File: config.mk
export PLATFORM = sky130hd
export DESIGN_NAME = board_ram_engine_flat
export DESIGN_NICKNAME = d
export VERILOG_FILES = /design/src/rtl/board_pkg.sv /design/src/rtl/board_ram_engine_if.sv /design/src/rtl/board_ram_engine_cell_walker.sv /design/src/rtl/board_ram_engine.sv /design/src/flat_wrapper.sv
export SDC_FILE = /design/constraint.sdc
export NUM_CORES = 1
export LEC_CHECK = 0
export BUFFER_PORTS_ARGS = -buffer_cell sky130_fd_sc_hd__buf_4
export CORE_MARGIN = 1
export CORE_UTILIZATION = 45
export DETAILED_ROUTE_END_ITERATION = 16
export GPL_ROUTABILITY_DRIVEN = 0
export GPL_TIMING_DRIVEN = 0
export PLACE_DENSITY_LB_ADDON = 0.15
export SETUP_SLACK_MARGIN = 0.4
export SYNTH_ARGS = -nofsm -noshare
export SYNTH_HDL_FRONTEND = slang
export SYNTH_SLANG_ARGS = --single-unit
File: constraint.sdc
create_clock -name clk -period 3.4 [get_ports clk]
set_input_delay 0.68 -clock clk [delete_from_list [all_inputs] [get_ports clk]]
set_output_delay 0.68 -clock clk [all_outputs]
set_load 0.01 [all_outputs]
File: src/rtl/board_pkg.sv
// Shared board geometry, mode encoding and engine state type.
package board_pkg;

   localparam int BOARD_COLS = 10;
   localparam int BOARD_ROWS = 24;
   localparam int CELL_W     = 6;

   localparam logic MODE_FILL     = 1'b0;
   localparam logic MODE_COLLAPSE = 1'b1;

   typedef enum logic [2:0] {
      ST_IDLE,
      ST_FILL,
      ST_RD,
      ST_WR,
      ST_TOP,
      ST_DONE
   } state_e;

endpackage

File: src/rtl/board_ram_engine_if.sv
// Board RAM write/read port; the engine is master, the RAM is slave.
interface board_ram_engine_if
   import board_pkg::*;
#(
   parameter int DATA_W = CELL_W,
   parameter int ADDR_W = 8
);

   logic [ADDR_W-1:0] ram_addr;
   logic              ram_wren;
   logic [DATA_W-1:0] ram_wdata;
   logic [DATA_W-1:0] ram_rdata;

   modport master (
      output ram_addr,
      output ram_wren,
      output ram_wdata,
      input  ram_rdata
   );

   modport slave (
      input  ram_addr,
      input  ram_wren,
      input  ram_wdata,
      output ram_rdata
   );

endinterface

File: src/rtl/board_ram_engine_cell_walker.sv
// Row/col walker with an incrementally maintained cell address.
// Ascending walks step the address by +1; descending walks jump back one
// row at each column wrap so the address always tracks (row-1)*COLS + col.
module cell_walker #(
   parameter int COLS   = 10,
   parameter int ROW_W  = 5,
   parameter int ADDR_W = 8
) (
   input  logic              clk,
   input  logic              reset,
   input  logic              load,
   input  logic              load_down,
   input  logic [ROW_W-1:0]  load_row,
   input  logic [ROW_W-1:0]  load_last_row,
   input  logic [ADDR_W-1:0] load_addr,
   input  logic              step,
   output logic [ADDR_W-1:0] addr,
   output logic [ADDR_W-1:0] addr_nxt,
   output logic              last
);

   localparam int                COL_W    = (COLS > 1) ? $clog2(COLS) : 1;
   localparam logic [COL_W-1:0]  COL_LAST = COL_W'(COLS - 1);
   localparam logic [ADDR_W-1:0] ROW_BACK = ADDR_W'(2 * COLS - 1);

   logic [COL_W-1:0]  col_q, col_d;
   logic [ROW_W-1:0]  row_q, row_d;
   logic [ROW_W-1:0]  last_row_q, last_row_d;
   logic              down_q, down_d;
   logic [ADDR_W-1:0] addr_q, addr_d;
   logic              col_wrap;

   assign col_wrap = (col_q == COL_LAST);

   // Load a new walk or advance one cell.
   always_comb begin
      col_d      = col_q;
      row_d      = row_q;
      last_row_d = last_row_q;
      down_d     = down_q;
      addr_d     = addr_q;
      if (load) begin
         col_d      = '0;
         row_d      = load_row;
         last_row_d = load_last_row;
         down_d     = load_down;
         addr_d     = load_addr;
      end else if (step) begin
         if (col_wrap) begin
            col_d  = '0;
            row_d  = down_q ? row_q - 1'b1 : row_q + 1'b1;
            addr_d = down_q ? addr_q - ROW_BACK : addr_q + 1'b1;
         end else begin
            col_d  = col_q + 1'b1;
            addr_d = addr_q + 1'b1;
         end
      end
   end

   // Walker state registers.
   always_ff @(posedge clk or posedge reset) begin
      if (reset) begin
         col_q      <= '0;
         row_q      <= '0;
         last_row_q <= '0;
         down_q     <= 1'b0;
         addr_q     <= '0;
      end else begin
         col_q      <= col_d;
         row_q      <= row_d;
         last_row_q <= last_row_d;
         down_q     <= down_d;
         addr_q     <= addr_d;
      end
   end

   assign addr     = addr_q;
   assign addr_nxt = addr_d;
   assign last     = col_wrap && (row_q == last_row_q);

endmodule

File: src/rtl/board_ram_engine.sv
// Board RAM maintenance engine: whole-board fill or single-row collapse.
module board_ram_engine
   import board_pkg::*;
#(
   parameter int COLS   = BOARD_COLS,
   parameter int ROWS   = BOARD_ROWS,
   parameter int DATA_W = CELL_W,
   parameter int ADDR_W = 8,
   parameter int ROW_W  = 5
) (
   input  logic               clk,
   input  logic               reset,
   input  logic               start,
   input  logic               mode,
   input  logic [DATA_W-1:0]  fill_value,
   input  logic [ROW_W-1:0]   row_sel,
   board_ram_engine_if.master ram,
   output logic               busy,
   output logic               done
);

   localparam logic [ADDR_W-1:0] COLS_A        = ADDR_W'(COLS);
   localparam logic [ROW_W-1:0]  LAST_ROW_FILL = ROW_W'(ROWS - 1);
   localparam logic [ROW_W:0]    ROWS_R        = (ROW_W + 1)'(ROWS);

   state_e            state_q, state_d;
   logic [ADDR_W-1:0] addr_q, addr_d;
   logic              wren_q, wren_d;
   logic [DATA_W-1:0] wdata_q, wdata_d;
   logic              busy_q, busy_d;
   logic              done_q, done_d;
   logic [DATA_W-1:0] fill_q, fill_d;

   logic              w_load, w_down, w_step, w_last;
   logic [ROW_W-1:0]  w_load_row, w_last_row;
   logic [ADDR_W-1:0] w_load_addr, w_addr, w_addr_nxt;
   logic              row_valid;

   assign row_valid = ({1'b0, row_sel} < ROWS_R);

   cell_walker #(
      .COLS   (COLS),
      .ROW_W  (ROW_W),
      .ADDR_W (ADDR_W)
   ) u_walker (
      .clk           (clk),
      .reset         (reset),
      .load          (w_load),
      .load_down     (w_down),
      .load_row      (w_load_row),
      .load_last_row (w_last_row),
      .load_addr     (w_load_addr),
      .step          (w_step),
      .addr          (w_addr),
      .addr_nxt      (w_addr_nxt),
      .last          (w_last)
   );

   // State register.
   always_ff @(posedge clk or posedge reset) begin
      if (reset) state_q <= ST_IDLE;
      else       state_q <= state_d;
   end

   // Next-state decode.
   always_comb begin
      state_d = state_q;
      case (state_q)
         ST_IDLE: if (start) begin
            if (mode == MODE_FILL)  state_d = ST_FILL;
            else if (row_sel == '0) state_d = ST_TOP;
            else if (row_valid)     state_d = ST_RD;
            else                    state_d = ST_DONE;
         end
         ST_FILL: if (w_last) state_d = ST_DONE;
         ST_RD:   state_d = ST_WR;
         ST_WR:   state_d = w_last ? ST_TOP : ST_RD;
         ST_TOP:  if (w_last) state_d = ST_DONE;
         ST_DONE: state_d = ST_IDLE;
         default: state_d = ST_IDLE;
      endcase
   end

   // Walker control: the only multiply is row_sel*COLS at collapse start.
   always_comb begin
      w_load      = 1'b0;
      w_down      = 1'b0;
      w_step      = 1'b0;
      w_load_row  = '0;
      w_last_row  = '0;
      w_load_addr = '0;
      case (state_q)
         ST_IDLE: if (start) begin
            if (mode == MODE_FILL) begin
               w_load     = 1'b1;
               w_last_row = LAST_ROW_FILL;
            end else if (row_sel == '0) begin
               w_load = 1'b1;
            end else if (row_valid) begin
               w_load      = 1'b1;
               w_down      = 1'b1;
               w_load_row  = row_sel;
               w_last_row  = ROW_W'(1);
               w_load_addr = ADDR_W'(row_sel) * COLS_A - COLS_A;
            end
         end
         ST_FILL, ST_TOP: w_step = !w_last;
         ST_WR: begin
            if (w_last) w_load = 1'b1;
            else        w_step = 1'b1;
         end
         default: ;
      endcase
   end

   // Output decode keyed on the next state so every port comes from a flop.
   always_comb begin
      addr_d  = addr_q;
      wren_d  = 1'b0;
      wdata_d = wdata_q;
      busy_d  = 1'b0;
      done_d  = 1'b0;
      fill_d  = fill_q;
      if (state_q == ST_IDLE && start) fill_d = fill_value;
      case (state_d)
         ST_FILL, ST_TOP: begin
            addr_d  = w_addr_nxt;
            wren_d  = 1'b1;
            wdata_d = fill_d;
            busy_d  = 1'b1;
         end
         ST_RD: begin
            addr_d = w_addr_nxt;
            busy_d = 1'b1;
         end
         ST_WR: begin
            addr_d = w_addr + COLS_A;
            wren_d = 1'b1;
            busy_d = 1'b1;
         end
         ST_DONE: done_d = 1'b1;
         default: ;
      endcase
   end

   // Output and latched-operand registers.
   always_ff @(posedge clk or posedge reset) begin
      if (reset) begin
         addr_q  <= '0;
         wren_q  <= 1'b0;
         wdata_q <= '0;
         busy_q  <= 1'b0;
         done_q  <= 1'b0;
         fill_q  <= '0;
      end else begin
         addr_q  <= addr_d;
         wren_q  <= wren_d;
         wdata_q <= wdata_d;
         busy_q  <= busy_d;
         done_q  <= done_d;
         fill_q  <= fill_d;
      end
   end

   // Read data only arrives during WR, so the copy path bypasses the
   // wdata flop there; the RAM's own output register sources it.
   assign ram.ram_addr  = addr_q;
   assign ram.ram_wren  = wren_q;
   assign ram.ram_wdata = (state_q == ST_WR) ? ram.ram_rdata : wdata_q;
   assign busy          = busy_q;
   assign done          = done_q;

endmodule

File: src/flat_wrapper.sv
// flat-port wrapper written by rule: the top's interface ports become plain ports
module board_ram_engine_flat import board_pkg::*;
#(
   parameter int COLS   = BOARD_COLS,
   parameter int ROWS   = BOARD_ROWS,
   parameter int DATA_W = CELL_W,
   parameter int ADDR_W = 8,
   parameter int ROW_W  = 5
)
  (clk, reset, start, mode, fill_value, row_sel, busy, done, ram_ram_addr, ram_ram_wren, ram_ram_wdata, ram_ram_rdata);
  board_ram_engine_if #(.DATA_W(DATA_W), .ADDR_W(ADDR_W)) ram_i ();
  input  logic clk;
  input  logic reset;
  input  logic start;
  input  logic mode;
  input  logic [DATA_W-1:0] fill_value;
  input  logic [ROW_W-1:0] row_sel;
  output logic busy;
  output logic done;
  output wire logic [$bits(ram_i.ram_addr)-1:0] ram_ram_addr;
  output wire logic [$bits(ram_i.ram_wren)-1:0] ram_ram_wren;
  output wire logic [$bits(ram_i.ram_wdata)-1:0] ram_ram_wdata;
  input wire logic [$bits(ram_i.ram_rdata)-1:0] ram_ram_rdata;
  assign ram_ram_addr = ram_i.ram_addr;
  assign ram_ram_wren = ram_i.ram_wren;
  assign ram_ram_wdata = ram_i.ram_wdata;
  assign ram_i.ram_rdata = ram_ram_rdata;
  board_ram_engine #(.COLS(COLS), .ROWS(ROWS), .DATA_W(DATA_W), .ADDR_W(ADDR_W), .ROW_W(ROW_W)) u_core (.clk(clk), .reset(reset), .start(start), .mode(mode), .fill_value(fill_value), .row_sel(row_sel), .ram(ram_i), .busy(busy), .done(done));
endmodule
==> parameters.txt, run 1 <==
Parameter                              Value

Setup path
  Worst path arrival time ... 3.11 ns
  Worst Path Class, Setup ... input pin to register
  Crit end category ... register
  Highest fanout seen on the critical path ... 6
  Data required time at the worst endpoint ... 3.60 ns
  Number of cells traversed by the worst register-to-register path ... 7
  Crit path launch type ... input pin

Logic synthesis
  Syn Nets ... 358
  Post-synthesis sequential element count ... 46
  Yosys warns ... 0
  Mean instance size in the synthesized netlist ... 9.38 um^2
  Synth top area cells ... dfrtp_1, mux2_2, ha_1, a21oi_1, nand2_1
  Post-synthesis cell count ... 322
  Dominant register cell in the synthesized netlist ... dfrtp_1
  Share of async-settable or async-resettable flops after synthesis ... 100%
  Synth unique cells ... 57
  Share of Yosys cell area claimed by the top area cell type ... 38.1%
  Largest area contributor in the synthesized netlist ... dfrtp_1
  Syn Std Cell Area ... 3020 um^2
  Part of the Yosys area used for sequential elements ... 38.1%
  Count of flip-flops with a built-in enable after synthesis ... 0

STA
  Number of endpoints with negative hold slack in the final report ... 0
  Tcrit/Tclk final ... 85.7%
  Setup Total Neg Slack ... 0 ns
  Unrepaired setup endpoints after global routing ... false
  Worst-case clock skew ... 0.00571 ns
  Min Tclk post-route ... 2.91 ns
  Final setup margin ... 0.487 ns
  Number of endpoints failing setup at the final stage ... 0
  Pin slew with the least headroom to its limit ... 0.707 ns
  Slew margin rel. ... 52.2%
  Maximum clock frequency ... 343 MHz
  Number of slew-limit violations in the final report ... 0

Power and ir drop
  Pleak ... 0.00158 uW
  Share of power burned in the clock network ... 13.5%
  Cell-internal power ... 1800 uW
  Relative contribution of sequential cells to total power ... 33.3%
  Worst-case vdd ir drop ... 0.413 mV
  Switching Share ... 40.6%
  Cell Pwr Density ... 851 nW/um^2
  Net switching power ... 1230 uW
  Combinational share of power ... 53.3%

Floorplan
  Std cell rows ... 29
  Die outline height ... 83.9 um
  Total Die Area ... 7040 um^2
  Core region area ... 6420 um^2
  Initial standard-cell utilization of the core ... 47.0%
  Horiz. Die Dim ... 83.9 um
  Number of top-level pins ... 38

CTS
  Clock tree from TritonCTS ... built
  Clock-pin slew of the registers on the worst-case setup and hold paths ... 0.09 ns
  Count of clock tree sinks ... 46
  Clock root buffer ... clkbuf_8
  Insertion delay of the later-clocked pin in the worst-skew pair ... 0.30 ns
  CTS H-Tree Depth ... 2
  Maximum clock insertion buffer count ... 2
  Number of buffers created by CTS ... 5

Final layout
  Core occupancy in the finished layout ... 55.5%
  Number of nets in the layout ... 405
  Fraction of final layout cells with drive strength greater than 1 ... 22.4%
  Antenna diode count ... 0
  Layout overhead on the synthesized area ... 18.1%

Drt
  DRT antenna net count ... 0
  Total number of vias ... 2530
  Drt wl/cell ... 15.4 um
  Wirelength, routed ... 6.87 mm
  Number of vias per cell ... 5.66
  Total iterations of the first detailed-routing run ... 10
  Drc violations ... 5
  Initial DRC count ... 168

Place
  Port Buf Inserts ... 37
  Post-Place Worst Slack ... 0.0840 ns
  Post-DP HPWL ... 5.30 mm

GRT
  Pin count of the biggest net entering global routing ... 30
  Gr ovfl total ... 0
  Overall track demand over capacity in global routing ... 20.6%
  Wire length of the first global-routing pass ... 11.5 mm
  Initial antenna violation count ... 0
  Via count of the first global-routing pass ... 2321

Status
  Failing checks ... DRC
  Outcome ... finished, violations left

Hold path
  Path category of the worst min-delay check ... input pin to async pin

Job
  Max-capacitance violation count ... 0
-- routing by layer --
| metal | GRT usage (%) | share of wire, % | vias to the layer above |
|---|---|---|---|
| li1 | - | - | 1267 |
| met1 | 30.0 | 48 | 1202 |
| met2 | 31.6 | 47 | 53 |
| met3 | 3.36 | 3.3 | 8 |
| met4 | 5.80 | 1.1 | 0 |
| met5 | 0 | 0 | - |
-- timing repair --
action | in CTS | in global routing
pin swaps | 0 | 3
hold buffers | 0 | 0
endpoints found under the setup margin | 10 | 15
resized for setup | 2 | 2
setup buffers | 0 | 2
-- final cells by class --
class	count	area [um^2]
Timing Repair Buffer	40	313
Clock buffer	6	72.6
Sequential cell	46	1150
Multi-Input combinational cell	251	1800
Inverter	12	45.0
Buffer	13	51.3
Tap cell	77	96.3
Clock inverter	2	37.5
Fill cell	584	2860
-- Yosys cell counts (5+ instances only) --
cell type / n
nand2b_1: 7
o21ai_0: 20
a21oi_1: 22
a211oi_1: 5
xnor2_1: 9
nand3_1: 11
nor2_1: 27
ha_1: 13
a21o_1: 5
inv_1: 12
clkbuf_1: 12
mux2_2: 19
xor2_1: 8
nand2_1: 28
dfrtp_1: 46
-- cell families after synthesis --
kind of cell	share of synthesized area, %
AO/OA/AOI/OAI	20.7
XOR/XNOR	4.93
adder cells (fa/ha/maj)	6.71
buffers and inverters	3.15
flip-flops	38.1
multiplexers	8.41
AND/OR/NAND/NOR	18.0
-- critical path, stage by stage --
cell and delay (ns):
buf_4 0.14, ha_1 0.27, ha_1 0.23, fa_2 0.46, nor2_4 0.16, nand3_1 0.11
mux2i_1 0.14, a221oi_2 0.32, mux2i_1 0.12, a22o_1 0.26, o221a_2 0.22
-- registers in the layout (all words and copies together), names as in the netlist --
register	count
u_core.ram.ram_wren	1
u_core.state_q	3
u_core.u_walker.row_q	5
u_core.u_walker.col_q	4
u_core.fill_q	6
u_core.u_walker.last_row_q	2
u_core.done	1
u_core.wdata_q	6
u_core.ram.ram_addr	8
u_core.u_walker.down_q	1
u_core.busy	1
u_core.u_walker.addr	8
-- cells in the final DEF (no fill, tap or decap), types with 3 or more instances in the layout --
master / n
a22o_1: 3
a21boi_0: 4
or3_1: 4
and3_1: 3
mux2_2: 19
xor2_1: 8
nor2b_1: 3
a31oi_1: 3
nand2b_1: 7
a21o_1: 5
clkbuf_8: 5
and2_1: 4
nand3_1: 11
buf_4: 39
ha_1: 13
clkbuf_1: 12
o21ai_0: 20
xnor2_1: 9
a211oi_1: 5
nor3_1: 4
nand4_1: 4
mux2i_1: 4
nor2_1: 26
nand2_1: 28
inv_1: 11
a21oi_1: 22
dfrtp_1: 46
-- final timing paths --
| check | start | to | slack, ns |
|---|---|---|---|
| worst min-delay path | reset | u_core.ram.ram_addr[6] | 0.36 |
| worst max-delay path | row_sel[3] | u_core.ram.ram_addr[7] | 0.49 |
| worst min register to register | u_core.fill_q[0] | u_core.fill_q[0] | 0.50 |
| min in group clk | u_core.fill_q[0] | u_core.fill_q[0] | 0.50 |
| worst max register to register | u_core.u_walker.row_q[1] | u_core.ram.ram_addr[1] | 0.53 |
| max in group asynchronous | reset | u_core.u_walker.last_row_q[0] | 2.55 |
-- metrics by stage --
step | hold WS [ns] | cells | cell area, um^2 | total power, uW
floorplan | 0.469 | 322 | 3030 | 2160
detailed placement | 0.486 | 437 | 3420 | 2630
global placement | 0.480 | 436 | 3400 | 2580
global route | 0.404 | 447 | 3570 | 3290
finish | 0.364 | 447 | 3570 | 3040
CTS | 0.379 | 445 | 3540 | 3050
-- power groups by stage --
| stage | clock [uW] | sequential [uW] | combinational [uW] |
|---|---|---|---|
| after detailed placement | 0 | 1020 | 1610 |
| after CTS | 422 | 1010 | 1620 |
| final | 409 | 1010 | 1620 |
| after global placement | 0 | 1010 | 1580 |
| after floorplan | 0 | 991 | 1170 |
| after global routing | 445 | 1050 | 1800 |
Power figures use the tool's default switching activity.
==> inputs of run 2 (changes only) <==
==> constraint.sdc (replaced) <==
create_clock -name clk -period 3.5 [get_ports clk]
set_input_delay 0.7 -clock clk [delete_from_list [all_inputs] [get_ports clk]]
set_output_delay 0.7 -clock clk [all_outputs]
set_load 0.01 [all_outputs]
==> run 2 against run 1 <==
The run still ends with DRC left. Core utilization barely moved. Via count rose by 1.1%. Design area barely moved. Highest routed layer unchanged. Worst hold slack improved by 0.069 ns. Clock power rose by 1%. Power fell by 2.3%. Critical path depth did not move. Non-clock buffer count rose by 1. Combinational power fell by 3%. Cell count rose by 0.22%.
==> parameters.txt, run 2 (same netlist as run 1, synthesis figures left out) <==
Parameter                              Value

STA
  Number of slew-limit violations in the final report ... 0
  Number of endpoints with negative hold slack in the final report ... 0
  Worst-case clock skew ... 0.00691 ns
  Maximum clock frequency ... 335 MHz
  Number of endpoints failing setup at the final stage ... 0
  Setup Total Neg Slack ... 0 ns
  Min Tclk post-route ... 2.98 ns
  Slew margin rel. ... 52.6%
  Worst hold-check slack ... 0.433 ns
  Unrepaired setup endpoints after global routing ... false
  Tcrit/Tclk final ... 85.2%
  Pin slew with the least headroom to its limit ... 0.702 ns

Drt
  Initial DRC count ... 164
  Drt wl/cell ... 15.4 um
  Total number of vias ... 2558
  DRT antenna net count ... 0
  Total iterations of the first detailed-routing run ... 10
  Drc violations ... 2
  Wirelength, routed ... 6.92 mm
  Number of vias per cell ... 5.71

Floorplan
  Die outline height ... 83.9 um
  Total Die Area ... 7040 um^2
  Number of top-level pins ... 38
  Core region area ... 6420 um^2
  Horiz. Die Dim ... 83.9 um
  Std cell rows ... 29
  Initial standard-cell utilization of the core ... 47.0%

Final layout
  Layout Cells excl Fill ... 448
  Layout overhead on the synthesized area ... 18.1%
  Number of nets in the layout ... 406
  Antenna diode count ... 0
  Summed area of non-filler cells in the final layout ... 3570 um^2
  Highest-count cells in the layout ignoring fill and taps ... dfrtp_1, buf_4, nand2_1
  Leading cell type in the layout, fill and taps excluded ... dfrtp_1
  Number of filler instances in the final layout ... 578
  Fraction of final layout cells with drive strength greater than 1 ... 22.6%

CTS
  Count of clock tree sinks ... 46
  Number of buffers created by CTS ... 5
  Clock-pin slew of the registers on the worst-case setup and hold paths ... 0.10 ns
  Maximum clock insertion buffer count ... 2
  Number of hold buffers added after cts ... 0
  Insertion delay of the later-clocked pin in the worst-skew pair ... 0.30 ns
  CTS H-Tree Depth ... 2
  Clock tree from TritonCTS ... built
  Clock root buffer ... clkbuf_8

Setup path
  Maximum cell stage delay along the critical path ... 0.48 ns
  Slowest library cell on the worst path ... fa_1
  Worst Path Class, Setup ... input pin to register
  Crit end category ... register
  Worst path arrival time ... 3.18 ns
  Crit path launch type ... input pin
  Data required time at the worst endpoint ... 3.70 ns
  Ordered cell list for the critical path ... buf_4 > ha_1 > ha_1 > fa_1 > nor2_2 > nand3_1 > mux2i_1 > a221oi_2 > mux2i_1 > a22o_1 > o221a_2
  Highest fanout seen on the critical path ... 5

Power and ir drop
  Worst-case vdd ir drop ... 0.460 mV
  Pleak ... 0.00159 uW
  Overall power of the completed layout ... 2960 uW
  Cell Pwr Density ... 831 nW/um^2

GRT
  Initial antenna violation count ... 0
  Wire length of the first global-routing pass ... 11.6 mm
  Overall track demand over capacity in global routing ... 20.5%
  Via count of the first global-routing pass ... 2421
  Pin count of the biggest net entering global routing ... 25
  Gr ovfl total ... 0

Hold path
  Path category of the worst min-delay check ... input pin to async pin

Job
  Max-capacitance violation count ... 0

Place
  Number of placed instances with taps included ... 437
  Port Buf Inserts ... 37
  Area after DPL ... 3410 um^2
  Post-DP HPWL ... 5.22 mm

Status
  Failing checks ... DRC
  Outcome ... finished, violations left
==> run 2: changes by cell type in the layout (fill, tap and decap cells not counted), sizes merged <==
| cell | change |
|---|---|
| clkinv | +1 |
| clkinvlp | -1 |
| clkbuf | -1 |
| inv | +1 |
| buf | +1 |
==> run 2: timing repair <==
action	CTS	global route
endpoints found under the setup margin	0	24
setup buffers	0	3
gates resized for setup	0	5
==> run 2: worst max-delay path, delay by kind of cell <==
kind	cells	cell delay, ns
multiplexers	2	0.27
AND/OR/NAND/NOR	2	0.31
buffers and inverters	1	0.12
AO/OA/AOI/OAI	3	0.78
adder cells (fa/ha/maj)	3	0.99
==> run 2: through the flow <==
stage,worst slack (ns),utilization (%)
after detailed placement,0.0681,53.2
after global routing,0.428,55.6
after CTS,0.403,54.9
after global placement,0.0900,52.9
after floorplan,0.401,-
final,0.518,55.6
==> run 2: per-layer routing <==
layer	GRT usage, %	wire length, um
met1	28.2	3240
met5	0	0
met3	2.77	301
met4	4.86	57
met2	34.4	3320
==> run 2: worst paths after layout <==
check	startpoint	endpoint	slack, ns	depth (start not counted)
max	row_sel[1]	u_core.ram.ram_addr[7]	0.52	11
min	reset	u_core.state_q[2]	0.43	2
max reg2reg	u_core.u_walker.row_q[1]	u_core.u_walker.row_q[1]	0.68	7
min reg2reg	u_core.fill_q[3]	u_core.fill_q[3]	0.51	1
max in group asynchronous	reset	u_core.u_walker.addr[7]	2.56	3
min in group clk	u_core.fill_q[3]	u_core.fill_q[3]	0.51	1
==> run 2: power breakdown <==
group | switching (uW) | leakage [uW] | internal [uW]
logic | 813 | 0.000983 | 755
clock network | 200 | 0.0000585 | 214
registers | 198 | 0.000552 | 784
==> run 2: area by class of cell <==
| class | instances | area, um^2 | share of cell area (%) |
|---|---|---|---|
| flip-flops and latches | 46 | 1150 | 32.3 |
| plain buffers | 13 | 51.3 | 1.44 |
| repair buffers | 41 | 320 | 8.98 |
| clock buffers | 5 | 68.8 | 1.93 |
| multi-input cells | 251 | 1790 | 50.2 |
| well taps | 77 | 96.3 | 2.70 |
| inverters | 12 | 45.0 | 1.26 |
| clock inverters | 3 | 43.8 | 1.23 |
